[src/rtl/frame_udp_sender.sv]
// Streams one SDRAM-buffered frame out as fixed-size UDP payloads.
// Words are popped from the read FIFO just in time and sent as bytes, least significant byte first.
module frame_udp_sender #(
    parameter int unsigned FRAME_WORDS     = 307200,
    parameter int unsigned PKT_BYTES       = 1024,
    parameter int unsigned PREFETCH_CYCLES = 64,
    parameter int unsigned IPG_CYCLES      = 32
) (
    input  logic        clk,
    input  logic        rst_n,
    input  logic        start,
    output logic        busy,
    output logic        frame_done,
    output logic        read_req,
    input  logic        read_req_ack,
    output logic        read_en,
    input  logic [31:0] read_data,
    output logic        udp_tx_ready,
    input  logic        app_tx_data_request,
    output logic        app_tx_ack,
    output logic        app_tx_data_valid,
    output logic [7:0]  app_tx_data,
    output logic [15:0] udp_data_length
);

    localparam logic [23:0] FRAME_W24     = 24'(FRAME_WORDS);
    localparam logic [23:0] PKT_WORDS     = 24'(PKT_BYTES / 4);
    localparam logic [15:0] PKT_LEN       = 16'(PKT_BYTES);
    localparam logic [31:0] PREFETCH_LAST = (PREFETCH_CYCLES > 0) ? 32'(PREFETCH_CYCLES - 1) : 32'd0;
    localparam logic [31:0] IPG_LAST      = (IPG_CYCLES > 0) ? 32'(IPG_CYCLES - 1) : 32'd0;

    typedef enum logic [2:0] {
        IDLE,
        REQ,
        PREFETCH,
        PKT_RDY,
        ACK,
        SEND,
        GAP,
        DONE
    } state_t;

    state_t      state;
    logic [23:0] words_left;
    logic [15:0] byte_cnt;
    logic [31:0] wait_cnt;
    logic [23:0] byte_sr;
    logic        rd_vld_p1;
    logic [31:0] word_p2;
    logic [31:0] src_word;

    // Final packet is shortened to the words still left in the frame.
    function automatic logic [15:0] pkt_len(input logic [23:0] words);
        if (words < PKT_WORDS) begin
            return {words[13:0], 2'b00};
        end
        return PKT_LEN;
    endfunction

    // Stage p1 -> p2: FIFO word captured the cycle it is valid, held until its first byte slot.
    always_ff @(posedge clk) begin
        if (rd_vld_p1) begin
            word_p2 <= read_data;
        end
    end

    // Word 0 of a packet is needed the same cycle it arrives, so bypass the holding register.
    assign src_word = rd_vld_p1 ? read_data : word_p2;

    always_ff @(posedge clk) begin
        if (!rst_n) begin
            state             <= IDLE;
            busy              <= 1'b0;
            frame_done        <= 1'b0;
            read_req          <= 1'b0;
            read_en           <= 1'b0;
            udp_tx_ready      <= 1'b0;
            app_tx_ack        <= 1'b0;
            app_tx_data_valid <= 1'b0;
            app_tx_data       <= 8'h00;
            udp_data_length   <= 16'h0000;
            words_left        <= 24'h000000;
            byte_cnt          <= 16'h0000;
            wait_cnt          <= 32'h0;
            rd_vld_p1         <= 1'b0;
        end else begin
            frame_done <= 1'b0;
            app_tx_ack <= 1'b0;
            read_en    <= 1'b0;
            rd_vld_p1  <= read_en;

            case (state)
                IDLE: begin
                    if (start) begin
                        state      <= REQ;
                        busy       <= 1'b1;
                        read_req   <= 1'b1;
                        words_left <= FRAME_W24;
                    end
                end

                REQ: begin
                    if (read_req_ack) begin
                        read_req <= 1'b0;
                        wait_cnt <= 32'h0;
                        state    <= PREFETCH;
                    end
                end

                PREFETCH: begin
                    if (wait_cnt >= PREFETCH_LAST) begin
                        state           <= PKT_RDY;
                        udp_tx_ready    <= 1'b1;
                        udp_data_length <= pkt_len(words_left);
                    end else begin
                        wait_cnt <= wait_cnt + 32'd1;
                    end
                end

                PKT_RDY: begin
                    if (app_tx_data_request) begin
                        state        <= ACK;
                        udp_tx_ready <= 1'b0;
                        app_tx_ack   <= 1'b1;
                        read_en      <= 1'b1;
                        words_left   <= words_left - 24'd1;
                        byte_cnt     <= 16'h0000;
                    end
                end

                ACK: begin
                    state <= SEND;
                end

                SEND: begin
                    if (byte_cnt < udp_data_length) begin
                        app_tx_data_valid <= 1'b1;
                        if (byte_cnt[1:0] == 2'b00) begin
                            app_tx_data <= src_word[7:0];
                            byte_sr     <= src_word[31:8];
                        end else begin
                            app_tx_data <= byte_sr[7:0];
                            byte_sr     <= {8'h00, byte_sr[23:8]};
                        end
                        // Pop the next word three bytes ahead of its first byte slot.
                        if (byte_cnt[1:0] == 2'b01 && (byte_cnt + 16'd3) < udp_data_length) begin
                            read_en    <= 1'b1;
                            words_left <= words_left - 24'd1;
                        end
                        byte_cnt <= byte_cnt + 16'd1;
                    end else begin
                        app_tx_data_valid <= 1'b0;
                        wait_cnt          <= 32'h0;
                        if (words_left == 24'd0) begin
                            state      <= DONE;
                            frame_done <= 1'b1;
                            busy       <= 1'b0;
                        end else begin
                            state <= GAP;
                        end
                    end
                end

                GAP: begin
                    if (wait_cnt >= IPG_LAST) begin
                        state           <= PKT_RDY;
                        udp_tx_ready    <= 1'b1;
                        udp_data_length <= pkt_len(words_left);
                    end else begin
                        wait_cnt <= wait_cnt + 32'd1;
                    end
                end

                DONE: begin
                    state <= IDLE;
                end

                default: begin
                    state <= IDLE;
                end
            endcase
        end
    end

endmodule
[config.mk]
export PLATFORM = sky130hd
export DESIGN_NAME = frame_udp_sender
export DESIGN_NICKNAME = d
export VERILOG_FILES = /design/src/rtl/frame_udp_sender.sv
export SDC_FILE = /design/constraint.sdc
export NUM_CORES = 1
export LEC_CHECK = 0
export ABC_CLOCK_PERIOD_IN_PS = 10900
export CORE_ASPECT_RATIO = 1.5
export CORE_MARGIN = 3
export CORE_UTILIZATION = 34
export CTS_BUF_LIST = sky130_fd_sc_hd__clkbuf_4 sky130_fd_sc_hd__clkbuf_8
export CTS_CLUSTER_DIAMETER = 60
export DETAILED_ROUTE_END_ITERATION = 10
export SLEW_MARGIN = 10
export SYNTH_ARGS = -nofsm -noshare
export SYNTH_HDL_FRONTEND = slang
export SYNTH_SLANG_ARGS = --single-unit
[constraint.sdc]
create_clock -name clk -period 10.9 [get_ports clk]
set_input_delay 2.18 -clock clk [delete_from_list [all_inputs] [get_ports clk]]
set_output_delay 2.18 -clock clk [all_outputs]
set_load 0.03 [all_outputs]
==> PnR_summary.wiki, run 1 <==
{| class="wikitable"
! Metric !! Value
|-
| Outcome || finished clean
|-
| Global placement routability congestion || 0.801
|-
| Number of detailed-routing iterations run before antenna repair || 5
|-
| Number of warning messages in the yosys log || 0
|-
| Area of the die || 0.0237 mm²
|-
| Synth Cell Area || 0.00743 mm²
|-
| First-pass GRT wire length || 28600 µm
|-
| Clock Skew || 19.4 ps
|-
| Worst hold path type || reg -> reg
|-
| Max_cap viols || 0
|-
| Area of all placed cells without fillers || 0.00867 mm²
|-
| Clock-pin slew of the registers on the worst-case setup and hold paths || 100 ps
|-
| Area Growth Syn to Fin || 16.6%
|-
| IO Pins || 68
|-
| Average footprint of a synthesized cell || 9.47 µm²
|-
| Primary flip-flop cell chosen by synthesis mapping || sky130_fd_sc_hd__dfxtp_1
|-
| Leakage power || 3.34 nW
|-
| Highest fanout seen on the critical path || 14
|-
| P per Cell Area || 146 mW/mm²
|-
| CP Class || reg -> reg
|-
| Reg-to-reg setup timing slack || 6620 ps
|-
| Start point of the worst min-delay path || app_tx_data[2]
|-
| FF-to-FF End || words_left[16]
|-
| Core outline area || 0.0213 mm²
|-
| Aggregate global routing overflow || 0
|-
| Final total negative setup slack || 0 ps
|-
| Data required time at the worst endpoint || 11260 ps
|-
| Maximum number of pins on one net before global-route repair || 48
|-
| Largest area contributor in the synthesized netlist || sky130_fd_sc_hd__dfxtp_1
|-
| Share of layout cells above drive strength 1 || 13.0%
|-
| RSZ-0062 raised after global routing || false
|-
| Cell depth of the worst hold path || 2
|-
| Number of global-route vias before repair || 5775
|-
| Routed Antenna Nets || 0
|-
| Skew-Pair Late Insertion Delay || 460 ps
|-
| Post-cts hold buffer count || 0
|-
| Slew at the pin closest to its max-slew limit || 1040 ps
|-
| Horiz. Die Dim || 127 µm
|-
| Post-Syn Instances || 785
|-
| Cell types with the largest area share after synthesis || sky130_fd_sc_hd__dfxtp_1, sky130_fd_sc_hd__edfxtp_1, sky130_fd_sc_hd__mux2_2
|-
| Number of vias after detailed routing || 5792
|-
| Final count of negative-setup-slack endpoints || 0
|-
| Number of antenna violations at the first check in global routing || 0
|-
| Layout net count || 900
|-
| Placed instance area || 0.00830 mm²
|-
| Worst reg2reg path startpoint || byte_cnt[2]
|-
| Post-Route WL || 17400 µm
|-
| Post CTS Setup Buffer Count || 0
|-
| Count of antenna diodes in the layout || 0
|-
| Post-route DRC || 0
|-
| Fraction of registers with async set/reset || 0%
|-
| Critical Path End Type || flop
|-
| Minimum period implied by the final worst setup slack || 4280 ps
|-
| All-Layer GR Usage || 14.9%
|-
| Number of sinks driven by the clock tree || 161
|-
| Routed via count divided by cell count || 5.21
|-
| Core Rows || 65
|-
| Final critical-path share of the clock period || 39.3%
|-
| Library cells used by synthesis || 54
|-
| Placed wire-length estimate || 12000 µm
|-
| Terminating pin of the worst hold path || app_tx_data[2]
|-
| Count of endpoints failing hold in the final timing report || 0
|-
| Max Freq || 0.233 GHz
|-
| Register bit total from synthesis || 161
|-
| Count of input and output buffers || 65
|-
| Die height || 187 µm
|-
| Relative slew margins || 30.6%
|-
| EDFF count, synth || 24
|-
| Number of CTS-inserted buffers || 17
|-
| Effective utilization at floorplan || 34.9%
|-
| Area fraction of the dominant cell type after synthesis || 36.9%
|-
| Number of design-rule violations left by the first detailed-router iteration || 230
|-
| Synth cell count leaders || sky130_fd_sc_hd__dfxtp_1, sky130_fd_sc_hd__a21oi_1, sky130_fd_sc_hd__nand2_1
|-
| Resized Gates After CTS || 0
|-
| Beginning of the critical path || byte_cnt[2]
|-
| Slew Viols, Final || 0
|-
| Worst ir drop on vdd || 0.112 mV
|-
| Worst setup SP type || flop
|-
| Worst endpoint data arrival time || 4640 ps
|-
| Worst Reg2Reg Path Length in Cells || 14
|-
| Clock root buffer || sky130_fd_sc_hd__clkbuf_8
|-
| CTS tree || done
|-
| Maximum root-to-sink buffer count || 2
|-
| DR WL/cell || 15.6 µm
|-
| Deepest level of the CTS H-tree || 4
|-
| Most instantiated library cell after synthesis || sky130_fd_sc_hd__dfxtp_1
|-
| Sequential cell area fraction in the yosys report || 46.6%
|}
[per-layer routing]
metal	share of wire [%]	wire, µm	up-vias	GRT usage, %
met5	0	0	-	0
met4	2.2	382	0	5.95
met3	5.7	990	30	4.74
met2	49	8580	112	25.5
met1	43	7410	2720	17.0
li1	-	-	2930	-
[kinds of logic after synthesis]
logic type,Yosys count,synth area share (%)
multiplexers,57,8.50
buffers and inverters,72,3.82
AND/OR/NAND/NOR,289,20.3
AO/OA/AOI/OAI,157,13.5
other,1,0.0504
XOR/XNOR,16,1.88
flip-flops,161,46.6
adder cells (fa/ha/maj),32,5.39
[power breakdown]
part / switching [mW] / internal [mW] / total (mW) / leakage (nW)
Combinational: 0.0942 / 0.0861 / 0.180 / 1.82
Clock: 0.253 / 0.169 / 0.422 / 0.189
Sequential: 0.0199 / 0.643 / 0.663 / 1.33
[worst max-delay path: stages (launching register included)]
cell and delay, ps:
sky130_fd_sc_hd__dfxtp_1 450, sky130_fd_sc_hd__and3_1 230, sky130_fd_sc_hd__and2_1 270, sky130_fd_sc_hd__nand2_1 170
sky130_fd_sc_hd__or3_1 440, sky130_fd_sc_hd__nor2_1 150, sky130_fd_sc_hd__xor2_1 170, sky130_fd_sc_hd__ha_1 270
sky130_fd_sc_hd__nand4_1 140, sky130_fd_sc_hd__nor2_1 70, sky130_fd_sc_hd__o311a_1 120, sky130_fd_sc_hd__a2111o_1 440
sky130_fd_sc_hd__o31ai_4 600, sky130_fd_sc_hd__nor2_1 350, sky130_fd_sc_hd__o221a_2 310
[through the flow]
stage               power [mW]  instances  hold WS (ps)  utilization, %  worst slack (ps)
global route              1.33       1112           475            40.7              6290
floorplan                0.806        786           424               -              6550
global placement         0.854       1080           437            38.9              6420
detailed placement       0.858       1080           445            38.9              6410
finish                    1.27       1112           457            40.7              6620
CTS                       1.28       1112           460            40.7              6610
[cells in the final DEF, fill, tap and decap left out, types with 10 or more instances in the layout]
cell type and count:
sky130_fd_sc_hd__clkbuf_8 17, sky130_fd_sc_hd__nand3_1 31, sky130_fd_sc_hd__clkdlybuf4s50_1 65, sky130_fd_sc_hd__and3_1 31
sky130_fd_sc_hd__nand2_1 64, sky130_fd_sc_hd__or3_1 29, sky130_fd_sc_hd__nor2_1 46, sky130_fd_sc_hd__nand4_1 13
sky130_fd_sc_hd__dfxtp_1 137, sky130_fd_sc_hd__and2_1 16, sky130_fd_sc_hd__nor4_1 10, sky130_fd_sc_hd__mux2_2 49
sky130_fd_sc_hd__a21oi_1 68, sky130_fd_sc_hd__o21ai_0 30, sky130_fd_sc_hd__nor3_1 21, sky130_fd_sc_hd__ha_1 32
sky130_fd_sc_hd__inv_1 26, sky130_fd_sc_hd__edfxtp_1 24
[state kept, by name (all words and copies together) (netlist names), 3 cells and up]
signal           flops
word_p2             32
state                3
app_tx_data          8
byte_cnt            16
udp_data_length     14
words_left          24
wait_cnt            32
byte_sr             24
[worst max path at each step]
stage	to	slack, ps	cells after the start
6_report	words_left[16]	6620	14
4_1_cts	words_left[16]	6610	14
5_1_grt	words_left[17]	6290	14
3_3_place_gp	words_left[18]	6420	6
2_1_floorplan	byte_sr[0]	6550	5
3_5_place_dp	words_left[18]	6410	6
[final cells by class]
| class | count | area (µm²) |
|---|---|---|
| clock buffer | 17 | 234 |
| sequential | 161 | 3460 |
| timing repair buffer | 72 | 703 |
| multi-input combinational | 553 | 3700 |
| tap | 268 | 335 |
| inverter | 26 | 97.6 |
| fill | 2127 | 12600 |
| clock inverter | 15 | 139 |
Note: power is estimated with default switching activity, not from simulation.
==> run 2, diff against run 1 <==
--- a/config.mk
+++ b/config.mk
@@ -5,7 +5,7 @@
 export SDC_FILE = /design/constraint.sdc
 export NUM_CORES = 1
 export LEC_CHECK = 0
-export ABC_CLOCK_PERIOD_IN_PS = 10900
+export ABC_CLOCK_PERIOD_IN_PS = 3600
 export CORE_ASPECT_RATIO = 1.5
 export CORE_MARGIN = 3
 export CORE_UTILIZATION = 34
==> constraint.sdc (replaced) <==
create_clock -name clk -period 3.6 [get_ports clk]
set_input_delay 0.72 -clock clk [delete_from_list [all_inputs] [get_ports clk]]
set_output_delay 0.72 -clock clk [all_outputs]
set_load 0.03 [all_outputs]
==> PnR_summary.wiki, run 2 (synthesized netlist as in run 1, its figures left out) <==
{| class="wikitable"
! Metric !! Value
|-
| Slew Viols, Final || 0
|-
| Maximum number of pins on one net before global-route repair || 46
|-
| Ordered list of cells on the worst path || and3_4 > and2_1 > nand2_1 > or3_4 > nor2_2 > xor2_1 > ha_1 > nand4_1 > nor2_1 > o311a_1 > a2111o_1 > o31a_1 > buf_4 > nor2_1 > o221a_2
|-
| IO Pins || 68
|-
| Count of antenna diodes in the layout || 0
|-
| Outcome || finished clean
|-
| Combined buffer and inverter count along the critical path || 1
|-
| Routed via count divided by cell count || 5.21
|-
| Number of fill cells in the layout || 2129
|-
| Skew-Pair Late Insertion Delay || 480 ps
|-
| Area Growth Syn to Fin || 20.6%
|-
| Worst hold path type || reg -> reg
|-
| Post-Route WL || 17700 µm
|-
| Layout net count || 927
|-
| Placed wire-length estimate || 12600 µm
|-
| Critical Path End Type || flop
|-
| Worst ir drop on vdd || 0.265 mV
|-
| Leakage power || 3.49 nW
|-
| Leading cell type in the layout, fill and taps excluded || sky130_fd_sc_hd__dfxtp_1
|-
| Deepest level of the CTS H-tree || 4
|-
| Post-cts hold buffer count || 0
|-
| Horiz. Die Dim || 127 µm
|-
| Delay of the slowest cell on the worst path || 490 ps
|-
| Max_cap viols || 0
|-
| Final count of negative-setup-slack endpoints || 0
|-
| Switching share of total power || 30.0%
|-
| Worst setup SP type || flop
|-
| Total power draw || 3.96 mW
|-
| Maximum root-to-sink buffer count || 2
|-
| Clock Skew || 20.0 ps
|-
| Number of sinks driven by the clock tree || 161
|-
| All-Layer GR Usage || 15.4%
|-
| Number of CTS-inserted buffers || 17
|-
| Effective utilization at floorplan || 34.9%
|-
| Share of layout cells above drive strength 1 || 16.6%
|-
| CTS tree || done
|-
| Kind of cell with the highest combined delay on the critical path || simple AND/OR/NAND/NOR gates
|-
| Register share of total power || 50.7%
|-
| Routed Antenna Nets || 0
|-
| Relative slew margins || 52.2%
|-
| P per Cell Area || 442 mW/mm²
|-
| Aggregate global routing overflow || 0
|-
| Data required time at the worst endpoint || 4020 ps
|-
| Core Rows || 65
|-
| Switching power || 1.19 mW
|-
| Global placement routability congestion || 0.773
|-
| Core outline area || 0.0213 mm²
|-
| Max Freq || 0.289 GHz
|-
| First-pass GRT wire length || 29700 µm
|-
| Fraction of power consumed by the clock network || 35.1%
|-
| Area of the die || 0.0237 mm²
|-
| Registers with the most flip-flops || wait_cnt x32, word_p2 x32
|-
| Combinational share of power || 14.1%
|-
| Count of input and output buffers || 65
|-
| Multi-input gate area || 0.00373 mm²
|-
| CP Class || reg -> reg
|-
| Total area of sequential cells || 0.00347 mm²
|-
| Final total negative setup slack || 0 ps
|-
| Post-route DRC || 0
|-
| Minimum period implied by the final worst setup slack || 3460 ps
|-
| Number of antenna violations at the first check in global routing || 0
|-
| Number of vias after detailed routing || 5937
|-
| Final critical-path share of the clock period || 96.0%
|-
| Slew at the pin closest to its max-slew limit || 715 ps
|-
| Die height || 187 µm
|-
| Clock root buffer || sky130_fd_sc_hd__clkbuf_8
|-
| Number of global-route vias before repair || 5919
|-
| Cell internal power dissipation || 2.77 mW
|-
| Cell repeated most along the worst path || sky130_fd_sc_hd__nor2_1
|-
| Worst endpoint data arrival time || 3870 ps
|-
| DR WL/cell || 15.6 µm
|-
| Number of design-rule violations left by the first detailed-router iteration || 391
|-
| Clock-pin slew of the registers on the worst-case setup and hold paths || 100 ps
|-
| Worst-path cell with the longest stage delay || sky130_fd_sc_hd__a2111o_1
|-
| Count of endpoints failing hold in the final timing report || 0
|-
| Highest fanout seen on the critical path || 9
|-
| Most frequent cells in the layout || sky130_fd_sc_hd__dfxtp_1, sky130_fd_sc_hd__a21oi_1, sky130_fd_sc_hd__clkdlybuf4s50_1
|-
| Number of detailed-routing iterations run before antenna repair || 4
|}
run 2: worst register-to-register path, stage by stage (launching register included):
cell	delay, ps
sky130_fd_sc_hd__dfxtp_1	340
sky130_fd_sc_hd__and3_4	180
sky130_fd_sc_hd__and2_1	160
sky130_fd_sc_hd__nand2_1	80
sky130_fd_sc_hd__or3_4	370
sky130_fd_sc_hd__nor2_2	130
sky130_fd_sc_hd__xor2_1	180
sky130_fd_sc_hd__ha_1	270
sky130_fd_sc_hd__nand4_1	100
sky130_fd_sc_hd__nor2_1	60
sky130_fd_sc_hd__o311a_1	100
sky130_fd_sc_hd__a2111o_1	490
sky130_fd_sc_hd__o31a_1	420
sky130_fd_sc_hd__buf_4	210
sky130_fd_sc_hd__nor2_1	110
sky130_fd_sc_hd__o221a_2	180
run 2: power by group through the flow:
stage	clock, mW	combinational [mW]	sequential (mW)
final	1.39	0.559	2.01
after global routing	1.51	0.634	2.02
after CTS	1.45	0.563	2.01
after detailed placement	0	0.561	2.05
after global placement	0	0.550	2.05
after floorplan	0	0.411	2.03
run 2: cell type report:
| type | count | share of cell area (%) |
|---|---|---|
| flip-flops and latches | 161 | 38.7 |
| clock inverters | 15 | 2.25 |
| inverters | 26 | 1.09 |
| well taps | 268 | 3.74 |
| repair buffers | 98 | 10.0 |
| multi-input cells | 554 | 41.6 |
| clock buffers | 17 | 2.61 |
run 2: stage by stage:
step           utilization (%)  area (µm²)  instances  hold WS (ps)  worst slack (ps)
5_1_grt                   42.1        8960       1139           493             -7.74
3_3_place_gp              39.8        8480       1104           438               205
4_1_cts                   41.8        8910       1136           469              91.9
6_report                  42.1        8960       1139           464               145
3_5_place_dp              39.8        8480       1104           450               120
2_1_floorplan                -        7440        786           424               145
run 2: layer usage:
layer	track usage [%]	part of all wire (%)
met5	0	0
met3	4.29	5.9
met1	18.1	42
met2	26.6	50
met4	5.53	1.4
run 2: final timing paths:
check	from	end	slack [ps]	depth (start not counted)
max	byte_cnt[2]	words_left[5]	140	15
min	words_left[21]	words_left[21]	460	2
max reg2reg	byte_cnt[2]	words_left[5]	140	15
min reg2reg	words_left[21]	words_left[21]	460	2
run 2: what timing repair did:
action,4_1_cts,5_1_grt
endpoints found under the hold margin,0,0
resized for setup,0,10
setup endpoints to repair,0,20
setup buffers,0,1
